[config.mk]
export PLATFORM = sky130hd
export DESIGN_NAME = voxel_gpu_swap_csr
export DESIGN_NICKNAME = d
export VERILOG_FILES = /design/src/rtl/voxel_gpu_swap_csr.sv
export SDC_FILE = /design/constraint.sdc
export NUM_CORES = 1
export LEC_CHECK = 0
export ABC_CLOCK_PERIOD_IN_PS = 2240
export BUFFER_PORTS_ARGS = -buffer_cell sky130_fd_sc_hd__buf_2
export CORE_UTILIZATION = 57
export CTS_CLUSTER_DIAMETER = 40
export DETAILED_ROUTE_END_ITERATION = 8
export GPL_TIMING_DRIVEN = 1
export HOLD_SLACK_MARGIN = 0.08
export MAX_ROUTING_LAYER = met4
export PLACE_DENSITY = 0.85
export SETUP_SLACK_MARGIN = 0.3
export SYNTH_ARGS = -nofsm -noshare
export SYNTH_HDL_FRONTEND = slang
export SYNTH_SLANG_ARGS = --single-unit
[constraint.sdc]
create_clock -name clock -period 2.24 [get_ports clock]
set_clock_uncertainty 0.05 [all_clocks]
set_input_delay 0.448 -clock clock [delete_from_list [all_inputs] [get_ports clock]]
set_output_delay 0.448 -clock clock [all_outputs]
set_load 0.02 [all_outputs]
[src/rtl/voxel_gpu_swap_csr.sv]
// Avalon-MM CSR slave for the voxel GPU: front/back buffer bases, vsync-synchronised
// swap with maskable completion interrupt, scratch registers and registered reads.
module voxel_gpu_swap_csr #(
    parameter int unsigned       DATA_W        = 32,
    parameter int unsigned       ADDR_W        = 8,
    parameter int unsigned       NUM_USER_REGS = 4,
    parameter logic [DATA_W-1:0] RESET_FRONT   = '0,
    parameter logic [DATA_W-1:0] RESET_BACK    = '0
) (
    input  logic              clock,
    input  logic              reset,
    input  logic [ADDR_W-1:0] s1_address,
    input  logic              s1_read,
    output logic [DATA_W-1:0] s1_readdata,
    input  logic              s1_write,
    input  logic [DATA_W-1:0] s1_writedata,
    output logic              s1_waitrequest,
    input  logic              vsync,
    output logic [DATA_W-1:0] front_buffer,
    output logic [DATA_W-1:0] back_buffer,
    output logic              swap_pending,
    output logic              interrupt_sender_irq
);

    localparam logic [0:0] ST_IDLE    = 1'b0;
    localparam logic [0:0] ST_PENDING = 1'b1;

    localparam logic [ADDR_W-1:0] A_FRONT  = ADDR_W'(0);
    localparam logic [ADDR_W-1:0] A_BACK   = ADDR_W'(1);
    localparam logic [ADDR_W-1:0] A_CTRL   = ADDR_W'(2);
    localparam logic [ADDR_W-1:0] A_STATUS = ADDR_W'(3);

    logic [0:0]        state_q, state_d;
    logic [DATA_W-1:0] front_q, front_d;
    logic [DATA_W-1:0] back_q, back_d;
    logic              irq_en_q, irq_en_d;
    logic              irq_flag_q, irq_flag_d;
    logic              irq_q, irq_d;
    logic [DATA_W-1:0] user_q [NUM_USER_REGS];
    logic [DATA_W-1:0] user_d [NUM_USER_REGS];
    logic              rd_valid_q, rd_valid_d;
    logic [DATA_W-1:0] rdata_q, rdata_d;
    logic [DATA_W-1:0] rd_mux;
    logic              rd_capture;
    logic              swap_now;

    // A read alone (never alongside a write) is captured once, then presented the next cycle.
    assign rd_capture = s1_read && !s1_write && !rd_valid_q;
    assign swap_now   = (state_q == ST_PENDING) && vsync;

    always_comb begin
        rd_mux = '0;
        case (s1_address)
            A_FRONT:  rd_mux = front_q;
            A_BACK:   rd_mux = back_q;
            A_CTRL:   rd_mux = DATA_W'({irq_en_q, 1'b0});
            A_STATUS: rd_mux = DATA_W'({irq_flag_q, state_q == ST_PENDING});
            default:  rd_mux = '0;
        endcase
        for (int unsigned i = 0; i < NUM_USER_REGS; i++) begin
            if (s1_address == ADDR_W'(4 + i)) begin
                rd_mux = user_q[i];
            end
        end
    end

    always_comb begin
        state_d    = state_q;
        front_d    = front_q;
        back_d     = back_q;
        irq_en_d   = irq_en_q;
        irq_flag_d = irq_flag_q;
        user_d     = user_q;
        irq_d      = irq_flag_q & irq_en_q;
        rd_valid_d = rd_capture;
        rdata_d    = rd_capture ? rd_mux : '0;

        if (s1_write) begin
            case (s1_address)
                A_BACK: begin
                    if (state_q == ST_IDLE) begin
                        back_d = s1_writedata;
                    end
                end
                A_CTRL: begin
                    irq_en_d = s1_writedata[1];
                    if (s1_writedata[0] && (state_q == ST_IDLE)) begin
                        state_d = ST_PENDING;
                    end
                end
                A_STATUS: begin
                    if (s1_writedata[1]) begin
                        irq_flag_d = 1'b0;
                    end
                end
                default: ;
            endcase
            for (int unsigned i = 0; i < NUM_USER_REGS; i++) begin
                if (s1_address == ADDR_W'(4 + i)) begin
                    user_d[i] = s1_writedata;
                end
            end
        end

        // Applied last so swap completion beats a same-cycle W1C of the flag.
        if (swap_now) begin
            front_d    = back_q;
            back_d     = front_q;
            irq_flag_d = 1'b1;
            state_d    = ST_IDLE;
        end
    end

    always_ff @(posedge clock) begin
        if (reset) begin
            state_q    <= ST_IDLE;
            front_q    <= RESET_FRONT;
            back_q     <= RESET_BACK;
            irq_en_q   <= 1'b0;
            irq_flag_q <= 1'b0;
            irq_q      <= 1'b0;
            user_q     <= '{default: '0};
            rd_valid_q <= 1'b0;
            rdata_q    <= '0;
        end else begin
            state_q    <= state_d;
            front_q    <= front_d;
            back_q     <= back_d;
            irq_en_q   <= irq_en_d;
            irq_flag_q <= irq_flag_d;
            irq_q      <= irq_d;
            user_q     <= user_d;
            rd_valid_q <= rd_valid_d;
            rdata_q    <= rdata_d;
        end
    end

    assign s1_readdata          = rdata_q;
    assign s1_waitrequest       = rd_capture;
    assign front_buffer         = front_q;
    assign back_buffer          = back_q;
    assign swap_pending         = (state_q == ST_PENDING);
    assign interrupt_sender_irq = irq_q;

endmodule

# Yosys cells after proc, flatten, opt, wreduce, memory -nomap -nowiden
# Cells that the tools add are included.
# totals
regBits	229
latch_bits	0
mem_bits_rw	0
mem_bits_ro	0
output_inout_bits	99
word_cells	57
memories	0
# op_classes
n_addsub	0
mul	0
div	0
order_cmp	0
n_eq_ne	8
shift	0
n_mux	13
n_bitwise	3
reduce_logical	21
# ops
operator	n
$mux 32	8
$pmux 32 s4	1
$eq 8x3->1 const B	4
$eq 8x2->1 const B	2
$reduce_and 2->1	5
$reduce_and 3->1	3
$eq 8x1->1 const B	1
$logic_not 8->1	1
$reduce_bool 2->1	4
$logic_and 1x1->1	4
$mux 1	4
$reduce_or 2->1	2
$logic_not 1->1	2
$ne 2x1->1 const B	1
$not 1->1	2
$and 1x1->1	1

# Longest topological paths before layout
# logic_depth
word_depth	6
depth_mapped	8
mapped_depth_nobuf	4

# Worst setup path before layout
# Ideal clock, no wire load.
# synth_timing
kind	input -> register
startpoint	input port s1_address[2]
endpoint	register rdata_q[30] (netlist: s1_readdata[30])
setup_time_ps	119
t_arrival_ps	1662
t_required_ps	2071
slack_ps	409
cell_stages	6
path_buffers	2
path_cell_list	buf_2 > clkbuf_1 > mux2_2 > mux2_2 > o221ai_1 > nor2_1
# synth_between
elab_chain_len	6
word_cells_on_any_way	13
cone_classes	7 x eq/ne; 5 x mux; 1 x reduce/logical
# synth_rtl
element	line_no	rtl
start: declaration	12	input logic [ADDR_W-1:0] s1_address,
$eq 8x2->1, or another cell as far along	53	case (s1_address)
$pmux 32 s4	53	
$mux 32 (3 in a row)	61	if (s1_address == ADDR_W'(4 + i)) begin
$mux 32 *	61	
end signal: assignment	134	rdata_q <= rdata_d;
end: declaration	42	logic [DATA_W-1:0] rdata_q, rdata_d;
# Mark *: on every way between the ends. The rest lies on a longest branch, timed or not.
# A chain may end at the register's enable or synchronous reset.

# Worst setup path after layout
# layout_timing
startpoint	input port reset
endpoint	register rdata_q[4] (netlist: s1_readdata[4])
# layout_between
elab_chain_len	1
# layout_rtl
element	line_no	rtl
start: declaration	11	input logic reset,
$reduce_or 2->1 (no line)	n/a	
# No other way between the ends.

==> metrics.md <==
| Metric | Value |
|---|---|
| Worst skew pair latency | 0.54 ns |
| WL final | 28500 µm |
| Number of cell rows | 47 |
| Max-slew violations | 0 |
| Setup TNS Final | 0 ns |
| Area contributors post-synth | dfxtp_1, nand2_1, a21oi_1 |
| Worst hold path class | input pin to flop |
| Most frequent cell after synthesis | nand2_1 |
| Final Hold Vio Count | 0 |
| Worst R2R Start | swap_pending |
| CP Depth | 7 |
| Crit Path Category | input pin to flop |
| Core box area | 16800 µm² |
| Setup Buffers After CTS | 0 |
| H-tree lvl count | 1 |
| Slowest stage cell on the critical path | dlygate4sd3_1 |
| Hold buffer count at cts | 1 |
| Clk slew on worst S/H paths | 0.06 ns |
| PortBufs | 143 |
| Maximum clock rate | 0.544 GHz |
| Buf/Inv on CP | 3 |
| Synthesis warning total | 0 |
| Worst Tran Pin Value | 0.970 ns |
| Yosys reg bits | 229 |
| Final clock period utilization by the worst path | 82.1% |
| Fin crit period | 1.84 ns |
| Sink Count | 229 |
| Die height | 133 µm |
| Register area share after synthesis | 46.5% |
| Status | finished, final reports clean |
| Syn-to-layout area delta | 20.7% |
| Cell taking the most area after synthesis | dfxtp_1 |
| CP startpoint | reset |
| Crit start category | input pin |
| Clk buf depth | 3 |
| Die area | 17800 µm² |
| EDFF count, synth | 0 |
| FF-to-FF End | back_buffer[21] |
| First-pass GRT wire length | 44600 µm |
| Slew headroom | 35.3% |
| Pwr Density | 795 nW/µm² |
| RSZ-0062 raised after global routing | false |
| CP top delay family | buffers and inverters |
| Crit-path cells | dlygate4sd3_1, buf_6, nor4b_2, and3_1, buf_12, o221ai_1, nor2_1 |
| Inserted Clock Buffers | 30 |
| Root buffer cell | clkbuf_16 |
| Via count | 9266 |
| Share of cells above drive strength 1 | 26.2% |
| Via density | 6.07 |
| DR WL/cell | 18.7 µm |
| Fin nets | 1327 |
| Leak | 0.00471 µW |
| Drt drc | 0 |
| Worst r2r path cells | 4 |
| I/O pin total | 144 |
| CP required | 2.64 ns |
| Resize count post-CTS | 0 |
| Synth cell count leaders | nand2_1, dfxtp_1, a21oi_1, clkbuf_1, mux2_2 |
| Syn Std Cell Area | 9850 µm² |
| Worst-path fanout max | 22 |
| Largest net degree at the start of global routing | 197 |
| Routability cong. | 0.828 |
| Synth Instances | 1170 |
| Syn Area/Cell | 8.42 µm² |
| Hold slack | 0.133 ns |
| Worst VDD drop | 0.739 mV |
| Slowest cell delay on critical path | 0.55 ns |
| GRT Overall Usage | 32.0% |
| Post-detail-place hpwl | 17100 µm |
| Die X-Extent | 133 µm |
| Initial core utilization | 58.8% |
| Synthesized net count | 1215 |
| Crit end category | flop |
| Flop2flop setup slack | 0.64 ns |
| Fill count | 1209 |
| Critical Path End | s1_readdata[4] |
| Initial antenna violation count | 2 |
| Netlist cell types | 39 |
| DR iter-0 viols | 941 |
| Max cap viols | 0 |
| Vias in the first global route | 8873 |
| Post-synth ARST share | 0% |
| Number of iterations in the first detailed-routing pass | 5 |
| Count of final setup violators | 0 |
| Routed Antenna Nets | 0 |
| WP data arrival | 2.24 ns |
| Ys flop type | dfxtp_1 |
| Top-area cell type share of the netlist area | 46.5% |
| GRT overflow | 0 |
| CTS tree | built |
cell usage in the layout, fill, tap and decap left out, drive strengths merged, types with 30 or more instances in the layout:
master / instances
nand2: 320
o22ai: 30
a211oi: 32
dfxtp: 229
mux2i: 37
buf: 185
inv: 34
clkbuf: 37
nor3: 34
nor2: 36
mux2: 61
o221ai: 30
a21oi: 190
power breakdown:
group,total (µW),internal (µW),switching (µW),leakage (µW)
Clock,5020,3150,1870,0.000510
Combinational,357,108,249,0.00235
Sequential,4080,4080,4.01,0.00184
Total,9460,7330,2130,0.00471
layout make-up:
class | count | area (µm²) | area share [%]
Clock inverter | 18 | 235 | 1.98
Sequential cell | 229 | 4580 | 38.5
Inverter | 30 | 113 | 0.947
Multi-Input combinational cell | 805 | 4690 | 39.4
Clock buffer | 37 | 838 | 7.05
Antenna cell | 2 | 5.00 | 0.0421
Tap cell | 220 | 275 | 2.31
Timing Repair Buffer | 186 | 1160 | 9.75
worst reg2reg max path: cells and delay by family, from the launching register on:
kind,cells,cell delay [ns]
compound gates,1,0.23
buf+inv,1,0.22
flops,1,0.42
simple gates,2,0.58
how the worst min path moves through the flow:
| stage | start | endpoint | slack, ns | depth (start not counted) |
|---|---|---|---|---|
| after floorplan | rd_valid_q | rd_valid_q | 0.37 | 1 |
| final | s1_write | rd_valid_q | 0.13 | 2 |
| after CTS | s1_write | rd_valid_q | 0.12 | 2 |
| after global routing | s1_write | rd_valid_q | 0.14 | 2 |
| after detailed placement | rd_valid_q | rd_valid_q | 0.39 | 1 |
| after global placement | rd_valid_q | rd_valid_q | 0.38 | 1 |
layer usage:
layer  global-route usage [%]  share of wire (%)
met1                     39.5                 39
met2                     51.0                 48
met3                     5.02                8.9
met4                     15.8                3.7
met5                        -                  0
cells by family after synthesis:
group	Yosys count	synth area share, %
buffers and inverters	136	6.08
multiplexers	100	11.2
AND/OR/NAND/NOR	418	17.6
AO/OA/AOI/OAI	287	18.6
flip-flops	229	46.5
sequential cells by signal, indices dropped and copies added (netlist names):
name,cells
user_q,128
back_buffer,32
front_buffer,32
s1_readdata,32
interrupt_sender_irq,1
irq_en_q,1
irq_flag_q,1
rd_valid_q,1
swap_pending,1
stage by stage:
step	setup slack (ns)	area, µm²	cells	power [µW]	utilization [%]
floorplan	0.409	9850	1170	4370	-
global placement	0.229	10800	1469	4510	64.5
detailed placement	0.157	10800	1469	4520	64.5
CTS	0.426	11900	1525	9460	71.0
global route	0.359	11900	1527	9670	71.0
finish	0.400	11900	1527	9460	71.0
Power figures use the tool's default switching activity.
